===== src/rtl/text_pkg.sv =====
// text_pkg: shared constants and FSM state encoding for the text flush scanner.
package text_pkg;
    localparam int DEF_CHAR_W = 8;
    localparam int DEF_CHAR_H = 10;
    localparam int COLOUR_W = 6;
    localparam int COORD_W = 8;
    typedef enum logic [1:0] {IDLE, SCAN, DRAIN, DONE} state_t;
endpackage


===== src/rtl/text_cursor_counter.sv =====
// text_cursor_counter: nested col/row/char counters for the pixel sweep, with a last-pixel flag.
module text_cursor_counter import text_pkg::*; #(
    parameter int CHAR_W = DEF_CHAR_W,
    parameter int CHAR_H = DEF_CHAR_H,
    parameter int IDX_W = 4,
    localparam int COL_W = $clog2(CHAR_W),
    localparam int ROW_W = $clog2(CHAR_H)
) (
    input  logic             clk,
    input  logic             reset,
    input  logic             clear,
    input  logic             advance,
    input  logic             stall,
    input  logic [IDX_W:0]   count,
    output logic [IDX_W-1:0] idx,
    output logic [COL_W-1:0] col,
    output logic [ROW_W-1:0] row,
    output logic             last
);
    localparam logic [COL_W-1:0] COL_MAX = COL_W'(CHAR_W - 1);
    localparam logic [ROW_W-1:0] ROW_MAX = ROW_W'(CHAR_H - 1);
    logic col_end, row_end, step;
    assign col_end = col == COL_MAX;
    assign row_end = row == ROW_MAX;
    assign step = advance && !stall;
    assign last = col_end && row_end && ({1'b0, idx} == count - 1'b1);
    always_ff @(posedge clk or posedge reset) begin
        if (reset) begin
            idx <= '0;
            col <= '0;
            row <= '0;
        end else if (clear) begin
            idx <= '0;
            col <= '0;
            row <= '0;
        end else if (step) begin
            col <= col_end ? '0 : col + 1'b1;
            if (col_end) row <= row_end ? '0 : row + 1'b1;
            if (col_end && row_end) idx <= idx + 1'b1;
        end
    end
endmodule


===== src/rtl/text_flush_scanner.sv =====
// text_flush_scanner: sweeps character cells pixel by pixel and emits registered plot writes.
// Define TEXT_FLUSH_BG_EN to plot every swept pixel, using BG_COLOUR where the glyph is off.
module text_flush_scanner import text_pkg::*; #(
    parameter int CHAR_W = DEF_CHAR_W,
    parameter int CHAR_H = DEF_CHAR_H,
    parameter int MAX_CHARS = 16,
    parameter logic [COLOUR_W-1:0] BG_COLOUR = 6'b000000,
    localparam int IDX_W = $clog2(MAX_CHARS),
    localparam int COL_W = $clog2(CHAR_W),
    localparam int ROW_W = $clog2(CHAR_H)
) (
    input  logic                clk,
    input  logic                reset,
    input  logic                start,
    input  logic [COORD_W-1:0]  origin_x,
    input  logic [COORD_W-1:0]  origin_y,
    input  logic [IDX_W:0]      char_count,
    output logic [IDX_W-1:0]    char_index,
    output logic [COORD_W-1:0]  cell_x,
    output logic [COORD_W-1:0]  cell_y,
    output logic [COORD_W-1:0]  flush_x,
    output logic [COORD_W-1:0]  flush_y,
    input  logic [COLOUR_W-1:0] glyph_colour,
    input  logic                glyph_enable,
    output logic                plot,
    output logic [COORD_W-1:0]  plot_x,
    output logic [COORD_W-1:0]  plot_y,
    output logic [COLOUR_W-1:0] plot_colour,
    input  logic                plot_ready,
    output logic                busy,
    output logic                done
);
    state_t state, next;
    logic [COORD_W-1:0] origin_x_q, origin_y_q;
    logic [IDX_W:0] count_q, count_in;
    logic [COL_W-1:0] col;
    logic [ROW_W-1:0] row;
    logic last, stall, load, go, pix_plot;
    logic [COLOUR_W-1:0] pix_colour;
    assign count_in = char_count > (IDX_W+1)'(MAX_CHARS) ? (IDX_W+1)'(MAX_CHARS) : char_count;
    assign go = state == IDLE && start && count_in != '0;
    assign stall = plot && !plot_ready;
    assign load = state == SCAN && !stall;
    assign busy = state == SCAN || state == DRAIN;
    assign done = state == DONE;
    assign cell_x = origin_x_q + COORD_W'(int'(char_index) * CHAR_W);
    assign cell_y = origin_y_q;
    assign flush_x = cell_x + COORD_W'(col);
    assign flush_y = cell_y + COORD_W'(row);
    // Without the background feature a disabled pixel is never plotted, so its colour is don't-care.
    assign pix_colour = glyph_enable ? glyph_colour : BG_COLOUR;
`ifdef TEXT_FLUSH_BG_EN
    assign pix_plot = 1'b1;
`else
    assign pix_plot = glyph_enable;
`endif
    text_cursor_counter #(.CHAR_W(CHAR_W), .CHAR_H(CHAR_H), .IDX_W(IDX_W)) u_cursor (
        .clk(clk),
        .reset(reset),
        .clear(go),
        .advance(state == SCAN && !last),
        .stall(stall),
        .count(count_q),
        .idx(char_index),
        .col(col),
        .row(row),
        .last(last)
    );
    // The last pixel always passes through DRAIN so its plot gets a visible cycle before done.
    always_comb begin
        next = state;
        if (state == IDLE && start) next = count_in != '0 ? SCAN : DONE;
        if (state == SCAN && load && last) next = DRAIN;
        if (state == DRAIN && !stall) next = DONE;
        if (state == DONE) next = IDLE;
    end
    always_ff @(posedge clk or posedge reset) begin
        if (reset) begin
            state <= IDLE;
            origin_x_q <= '0;
            origin_y_q <= '0;
            count_q <= '0;
            plot <= 1'b0;
            plot_x <= '0;
            plot_y <= '0;
            plot_colour <= '0;
        end else begin
            state <= next;
            if (go) begin
                origin_x_q <= origin_x;
                origin_y_q <= origin_y;
                count_q <= count_in;
            end
            if (load) begin
                plot <= pix_plot;
                plot_x <= flush_x;
                plot_y <= flush_y;
                plot_colour <= pix_colour;
            end else if (!stall) begin
                plot <= 1'b0;
            end
        end
    end
endmodule


===== config.mk =====
export PLATFORM = sky130hd
export DESIGN_NAME = text_flush_scanner
export DESIGN_NICKNAME = d
export VERILOG_FILES = /design/src/rtl/text_pkg.sv /design/src/rtl/text_cursor_counter.sv /design/src/rtl/text_flush_scanner.sv
export SDC_FILE = /design/constraint.sdc
export NUM_CORES = 1
export LEC_CHECK = 0
export ABC_AREA = 0
export CAP_MARGIN = 20
export CORE_ASPECT_RATIO = 1.4
export CORE_UTILIZATION = 40
export DETAILED_ROUTE_END_ITERATION = 16
export PLACE_DENSITY_LB_ADDON = 0.2
export SYNTH_ARGS = -nofsm -noshare
export SYNTH_HDL_FRONTEND = slang
export SYNTH_HIERARCHICAL = 1
export SYNTH_SLANG_ARGS = --single-unit
export TNS_END_PERCENT = 10

===== constraint.sdc =====
create_clock -name clk -period 6.7 [get_ports clk]
set_input_delay 2.01 -clock clk [delete_from_list [all_inputs] [get_ports clk]]
set_output_delay 2.01 -clock clk [all_outputs]
set_load 0.01 [all_outputs]

# After elaboration in Yosys (flattened, before gate mapping)
# Index checks and enable logic that the tools add are counted.
[word_totals] regBits=57 latchBits=0 ramBits=0 rom_bits=0 input_bits=32 output_inout_bits=61 memories=0
[classes] addsub=7 n_mul=0 div_mod_pow=0 n_lt_le_gt_ge=1 eq_ne=7 shifts=0 muxes=19 n_bitwise=0 reduce_logical=23
[op_table] op="2-to-1 mux 4 bit" count=7
[op_table] op="logical AND 1 bit" count=11
[op_table] op="2-to-1 mux 2 bit" count=5
[op_table] op="2-to-1 mux 3 bit" count=3
[op_table] op="adder 4 x 1 -> 4 bit, second input constant" count=2
[op_table] op="adder 8 x 3 -> 8 bit" count=1
[op_table] op="adder 8 x 4 -> 8 bit" count=1
[op_table] op="adder 8 x 7 -> 8 bit" count=1
[op_table] op="2-to-1 mux 6 bit" count=1
[op_table] op="nonzero test 2 bit" count=3
[op_table] op="equality test 4 x 5 -> 1 bit" count=1
[op_table] op="greater-than comparator 5 bit, second input constant" count=1
[op_table] op="2-to-1 mux 5 bit" count=1
[op_table] op="nonzero test 5 bit" count=1
[op_table] op="subtractor 5 x 1 -> 5 bit, second input constant" count=1
[op_table] op="equality test 2 bit, second input constant" count=2
[op_table] op="equality test 4 bit, second input constant" count=1
[op_table] op="AND reduction 2 bit" count=2
[op_table] op="nonzero test 4 bit" count=1
[op_table] op="adder 3 x 1 -> 3 bit, second input constant" count=1
[op_table] op="equality test 3 bit, second input constant" count=1
[op_table] op="zero test 1 bit" count=3
[op_table] op="equality test 2 x 1 -> 1 bit, second input constant" count=1
[op_table] op="zero test 2 bit" count=1
[op_table] op="other kinds (3)" count=4

# Depth between registers and ports, before layout
# Gate-level depths: netlist of run 1.
[logic_depth] depth_word=9 ltp_mapped=9 mapped_depth_nobuf=9

# Hierarchy
# Netlist of run 1, hierarchy kept.
[modules_own_cells] module="text_flush_scanner" instances=1 cells_each=257 area_each_um2=2386.0
[modules_own_cells] module="text_cursor_counter" instances=1 cells_each=76 area_each_um2=742.0

# Worst setup path before layout of run 1
# OpenSTA, ideal clock, no wires.
[synth_path] path_kind="reg2out" start="register u_cursor.idx[0]" end="output flush_x[7]" t_arrival_ns=2.093 required_time_ns=4.690 setup_slack_ns=2.597 path_stages_with_launch=7 n_path_buf=0 path_cell_list="dfrtp_1 > ha_1 > fa_1 > xor2_2 > nand3_1 > nor4_2 > xor2_1"
[synth_via] elab_chain_cells=2
[synth_rtl] element="start: declaration" line_no="text_cursor_counter.sv:15" text="output logic [IDX_W-1:0] idx,"
[synth_rtl] element="start signal: assignment" line_no="text_cursor_counter.sv:39" text="if (col_end && row_end) idx <= idx + 1'b1;"
[synth_rtl] element="adder 8 x 7 -> 8 bit" line_no="text_flush_scanner.sv:46" text="assign cell_x = origin_x_q + COORD_W'(int'(char_index) * CHAR_W);"
[synth_rtl] element="named net cell_x[5]" line_no="text_flush_scanner.sv:19" text="output logic [COORD_W-1:0] cell_x,"
[synth_rtl] element="adder 8 x 3 -> 8 bit" line_no="text_flush_scanner.sv:48" text="assign flush_x = cell_x + COORD_W'(col);"
[synth_rtl] element="end: declaration" line_no="text_flush_scanner.sv:21" text="output logic [COORD_W-1:0] flush_x,"
# The timed path passes the listed nets, and every way through them passes these cells.

# Worst setup path after layout of run 1
[layout_path] start="register u_cursor.idx[0]" end="output flush_x[7]"
[layout_via] elab_chain_cells=2
[layout_rtl] element="adder 8 x 7 -> 8 bit" line_no="text_flush_scanner.sv:46"
[layout_rtl] element="adder 8 x 3 -> 8 bit" line_no="text_flush_scanner.sv:48"
# Every way passes these cells.

==> results of run 1 <==
## critical path: cells and delay by family, from the launching register on
kind | cells | cell delay, ns
simple gates | 2 | 0.40
fa+ha+maj | 2 | 0.71
flops | 1 | 0.45
buf+inv | 1 | 0.57
xor+xnor | 2 | 0.47
## registers in the layout, indices dropped and copies added, names as in the netlist
signal	count
cell_y	8
origin_x_q	8
plot_x	8
plot_y	8
plot_colour	6
count_q	5
u_cursor/idx	4
u_cursor/row	4
u_cursor/col	3
state	2
plot	1
## layout by cell type, fill, tap and decap left out, types with 4 or more instances in the layout
master | Yosys | routed
nor3_1 | 4 | 4
o21ai_0 | 11 | 11
a21oi_1 | 17 | 17
a21o_1 | 5 | 5
inv_1 | 19 | 18
nor2_1 | 11 | 11
clkbuf_8 | 0 | 11
nor2b_1 | 4 | 4
xnor2_1 | 11 | 11
nand2_1 | 93 | 93
ha_1 | 21 | 21
dfrtp_1 | 57 | 57
nand2b_1 | 6 | 6
clkdlybuf4s50_1 | 0 | 92
nand3_1 | 11 | 11
xor2_1 | 5 | 5
mux2_2 | 8 | 8
## routing by layer
layer,vias to the layer above,global-route usage,part of all wire
li1,1305,-,-
met1,1233,0.218,0.40
met2,61,0.353,0.54
met3,13,0.0349,0.036
met4,0,0.0989,0.021
met5,-,0,0
## worst min path at each step
stage | from | end | slack [ns] | cells after the start
after floorplan | origin_x_q[3]$_DFFE_PP0P_ | origin_x_q[3]$_DFFE_PP0P_ | 0.45 | 2
after global placement | plot_colour[3]$_DFFE_PP0P_ | plot_colour[3]$_DFFE_PP0P_ | 0.45 | 2
after detailed placement | plot_colour[5]$_DFFE_PP0P_ | plot_colour[5]$_DFFE_PP0P_ | 0.46 | 2
after CTS | plot_colour[4]$_DFFE_PP0P_ | plot_colour[4]$_DFFE_PP0P_ | 0.47 | 2
after global routing | plot_colour[5]$_DFFE_PP0P_ | plot_colour[5]$_DFFE_PP0P_ | 0.49 | 2
final | plot_colour[1]$_DFFE_PP0P_ | plot_colour[1]$_DFFE_PP0P_ | 0.47 | 2
## cell families after synthesis
group / synth area share
mux: 0.0320
flops: 0.456
xor+xnor: 0.0500
fa+ha+maj: 0.103
compound gates: 0.0944
buf+inv: 0.0460
simple gates: 0.218
## cell type report
class | instances | area share
Tap cell | 97 | 0.0278
Sequential cell | 57 | 0.327
Clock buffer | 11 | 0.0347
Multi-Input combinational cell | 244 | 0.357
Inverter | 20 | 0.0172
Clock inverter | 5 | 0.0178
Timing Repair Buffer | 94 | 0.218
## power by group through the flow
stage	Sequential, mW	Combinational (mW)	Clock, mW
after floorplan	0.629	0.533	0
after global placement	0.600	1.02	0
after detailed placement	0.608	1.04	0
after CTS	0.600	1.04	0.376
after global routing	0.622	1.14	0.390
final	0.599	1.03	0.366
## per-stage QoR
step | cell area [sq um] | utilization | setup slack (ns) | instances | hold slack, ns
final | 4360 | 0.585 | 1.77 | 528 | 0.465
after global routing | 4360 | 0.585 | 1.63 | 528 | 0.492
after CTS | 4340 | 0.582 | 1.73 | 527 | 0.471
after detailed placement | 4110 | 0.551 | 2.08 | 511 | 0.456
after global placement | 4110 | 0.551 | 2.19 | 511 | 0.449
after floorplan | 3130 | - | 2.60 | 333 | 0.450
==> results.md, run 1 <==
- CTS sink cnt: 57
- Total detailed-routing wirelength: about 7.5 mm
- Fmax achieved: a little over 200 MHz
- Final Max Tran Viols: 0
- Die Width: 76.7 um
- Setup_tns: 0 ns
- Internal Pwr Total: 1.25 mW
- Min Tclk post-route: slightly below 5 ns
- Critical path class: flop to output pin
- Area occupied by multi-input gates: between 1500 and 2000 sq um
- Port buffer count: around 90
- Count of state elements after synthesis: 57
- Via Count: between 2000 and 3000
- Top cells by area, synth: dfrtp_1, nand2_1, ha_1
- Number of vias per cell: 4.95
- Mapped cell area: 3130 sq um
- CP required: between 4 and 5 ns
- Netlist cell types: 49
- Sw Ratio: 0.373
- CP max FO: 7
- Clk_skew: ~0.009 ns
- Combinational power share: 0.517
- Dpl hpwl: 5.52 mm
- Final Hold Vio Count: 0
- Residual DRC count: 0
- Tot GR Track Use: 0.195
- Clock transition at path regs: 0.07 ns
- RSZ-0062 raised after global routing: false
- Setup bufs post-CTS: 0
- Synth warn: 6
- TritonCTS Buffers: 9
- CTS root buffer: clkbuf_8
- Area leader, netlist: dfrtp_1
- CP Capture Type: output pin
- Synth Instances: ~330
- First-pass GRT wire length: 12.4 mm
- First-pass DRT Iterations: 4
- Net switching power: 0.745 mW
- Slowest stage delay, CP: around 0.57 ns
- Worst flop-to-flop path startpoint: u_cursor/col[0]$_DFFE_PP0P_
- Max H-tree Level: 3
- Peak supply drop: 0.000245 V
- Commonest cells post-synth: nand2_1, dfrtp_1, ha_1
- Die Span Y: 107 um
- Rows: 37
- Iteration-0 DRC Markers: roughly 80
- Mean Syn Cell Area: between 9 and 10 sq um
- Sequential share of power: 0.300
- WP data arrival: 2.92 ns
- CP max-delay cell: clkdlybuf4s50_1
- R2R depth: 9
- Setup crit end: flush_x[7]
- Relative slew slack: 0.353
- Routed len/inst: between 10 and 15 um
- # resized after CTS: 0
- Worst skew pair latency: between 0.3 and 0.4 ns
- Status: complete, no violations
- Clock power frac: 0.183
- Critical Path Start Type: flop
- Pwr/cell area: between 400 and 500 nW/um^2
- Nets@finish: between 400 and 500
- Top_reg_cell synth: dfrtp_1
- Post-synth top area share: 0.456
- Post-synthesis sequential area ratio: 0.456
- Register area: approximately 1400 sq um
- RD Place Congestion: about 0.83
- Area growth syn-to-layout: 39.3%
- Share of cells above drive strength 1: 0.0789
- Pin count of the biggest net entering global routing: 47
- Most frequent cell after synthesis: nand2_1
- Pleak: ~2.1 nW
- Reg2reg setup slack: 4.09 ns
- Total Power: roughly 2.0 mW
- EDFF count, synth: 0
- Ys async rst share: 1.00
- Starting Density: 0.420
- Congestion Overflow GR: 0
- # setup viols final: 0
- CP Cell Sequence: ha_1 > fa_1 > xor2_2 > nand3_1 > nor4_2 > xor2_1 > clkdlybuf4s50_1
- Fill cell count: 702
- TritonCTS clock tree: yes
- Initial antenna violation count: 0
- Fin crit share: 0.736
- Core Area: between 7000 and 8000 sq um
- Post-route ant nets: 0
- Hold Crit Class: flop to flop
- Post-CTS Hold Buffers: 0
- Worst r2r dst: u_cursor/row[3]$_DFFE_PP0P_
- Origin of the worst setup path: u_cursor/idx[0]$_DFFE_PP0P_
- Net Count, Synth: 389
- Worst-Margin Slew: around 0.97 ns
- Clock buffer depth: 2
- Vias in the first global route: ~2700
- Full die area: 8180 sq um
- Ant diodes: 0
- Max-cap violation count: 0
- IO Pins: just over 90
No activity file was read; power rests on OpenSTA's default activity.
==> run 2: changes to the inputs <==
==> constraint.sdc (replaced) <==
create_clock -name clk -period 4.7 [get_ports clk]
set_input_delay 1.41 -clock clk [delete_from_list [all_inputs] [get_ports clk]]
set_output_delay 1.41 -clock clk [all_outputs]
set_load 0.01 [all_outputs]
==> run 2 against run 1 <==
Compared with the run above:
- cell area grew 0.34%
- critical endpoint unchanged
- non-clock buffer count grew 2
- core utilization grew 0.20 points
- via count grew 1.7%
- sequential power grew 42%
==> results.md, run 2 (synthesized netlist as in run 1, its figures left out) <==
- Status: complete, no violations
- RSZ-0062 raised after global routing: false
- Critical path class: flop to output pin
- Residual DRC count: 0
- CTS root buffer: clkbuf_8
- Area growth syn-to-layout: 39.8%
- CP Cell Sequence: ha_1 > fa_1 > xor2_2 > nand3_1 > nor4_2 > xor2_1 > clkdlybuf4s50_1
- CTS sink cnt: 57
- Share of cells above drive strength 1: 0.0831
- CP max-delay cell: clkdlybuf4s50_1
- Post-Place Cells: 513
- Pre-CTS setup slack: ~0.66 ns
- RD Place Congestion: slightly above 0.8
- Total detailed-routing wirelength: about 7.4 mm
- Clock transition at path regs: 0.06 ns
- Metal1 wirelength: around 3.2 mm
- Total Power: around 2.9 mW
- Hold Crit Class: flop to flop
- CP Capture Type: output pin
- Worst skew pair latency: ~0.33 ns
- Slowest stage delay, CP: 0.56 ns
- Congestion Overflow GR: 0
- Max H-tree Level: 3
- TritonCTS Buffers: 9
- Clock buffer depth: 2
- Tot GR Track Use: 0.194
- Dpl hpwl: around 5.4 mm
- Port buffer count: between 90 and 100
- Clk_skew: just under 0.01 ns
- Post-CTS Hold Buffers: 0
- First-pass GRT wire length: 12.5 mm
- Worst-Margin Slew: around 0.57 ns
- Most frequent cells in the layout: nand2_1, clkdlybuf4s50_1, dfrtp_1
- Starting Density: 0.420
- Met3 wire len: ~210 um
- Register area: 1430 sq um
- # resized after CTS: 0
- Nets@finish: about 480
- Routed wl met2: between 3 and 4 mm
- # setup viols final: 0
- Peak supply drop: 0.000372 V
- Leading cell type in the layout, fill and taps excluded: nand2_1
- Number of vias per cell: ~5.0
- Fmax achieved: ~230 MHz
- IO Pins: between 90 and 100
- Via Count: ~2700
- Die Width: approximately 77 um
- Min Tclk post-route: around 4.4 ns
- Non-Filler Instances: 530
- TritonCTS clock tree: yes
- Die Span Y: 107 um
- Setup_tns: 0 ns
- Setup bufs post-CTS: 0
- Iteration-0 DRC Markers: 144
- Final Util: 0.587
- Rows: 37
- Pleak: 2.12 nW
- Top Metal Used: met4
- Fin worst setup slack: around 0.34 ns
- WP data arrival: 2.95 ns
- Vias in the first global route: about 2500
- Initial antenna violation count: 0
- Routed len/inst: 14.0 um
- Ant diodes: 0
- CP required: 3.29 ns
- Final Hold Vio Count: 0
- Pwr/cell area: roughly 650 nW/um^2
- Relative slew slack: 0.618
- Final Max Tran Viols: 0
- Fill cell count: approximately 680
- Full die area: 8180 sq um
- Area occupied by multi-input gates: roughly 1600 sq um
- Fin crit share: 0.928
- Core Area: between 7000 and 8000 sq um
- CP max FO: 7
- Critical Path Start Type: flop
- First-pass DRT Iterations: 4
- Pin count of the biggest net entering global routing: 47
- Max-cap violation count: 0
- Post-route ant nets: 0
## run 2: through the flow
| stage | instance area, sq um | hold WS, ns |
|---|---|---|
| floorplan | 3130 | 0.450 |
| global placement | 4120 | 0.450 |
| finish | 4370 | 0.467 |
| detailed placement | 4120 | 0.456 |
| global route | 4370 | 0.500 |
| CTS | 4350 | 0.470 |
## run 2: area by class of cell
class	instances	share of cell area
clock buffer	11	0.0346
multi-input combinational	244	0.356
sequential	57	0.326
clock inverter	5	0.0177
tap	97	0.0278
timing repair buffer	96	0.220
inverter	20	0.0172
## run 2: worst max-delay path, delay by kind of cell (launching register included)
family | cells | cell delay [ns]
xor gates and xnor gates | 2 | 0.48
adders and majority gates | 2 | 0.70
buffers and inverters | 1 | 0.56
DFF | 1 | 0.46
and+or+nand+nor | 2 | 0.41
## run 2: power breakdown
group / internal (mW) / switching (mW) / leakage, nW / total, mW
sequential: 0.697 / 0.156 / 0.727 / 0.853
clock: 0.326 / 0.195 / 0.115 / 0.520
combinational: 0.774 / 0.713 / 1.28 / 1.49
total: 1.80 / 1.06 / 2.12 / 2.86
## run 2: final timing paths
check                                         endpoint  slack, ns                   startpoint  cells after the start
min in group asynchronous  u_cursor/col[2]$_DFFE_PP0P_       1.46                        reset                      2
max in group asynchronous       count_q[4]$_DFFE_PP0P_       2.70                        reset                      3
setup / recovery                            flush_x[7]       0.34  u_cursor/idx[0]$_DFFE_PP0P_                      7
hold / removal              plot_colour[4]$_DFFE_PP0P_       0.47   plot_colour[4]$_DFFE_PP0P_                      2
hold reg to reg             plot_colour[4]$_DFFE_PP0P_       0.47   plot_colour[4]$_DFFE_PP0P_                      2
setup reg to reg           u_cursor/row[3]$_DFFE_PP0P_       2.07  u_cursor/col[1]$_DFFE_PP0P_                      9
## run 2: metal layers
| layer | up-vias | track usage |
|---|---|---|
| met2 | 59 | 0.332 |
| met1 | 1281 | 0.246 |
| met3 | 9 | 0.0272 |
| met4 | 0 | 0.0797 |
| li1 | 1308 | - |
| met5 | - | 0 |
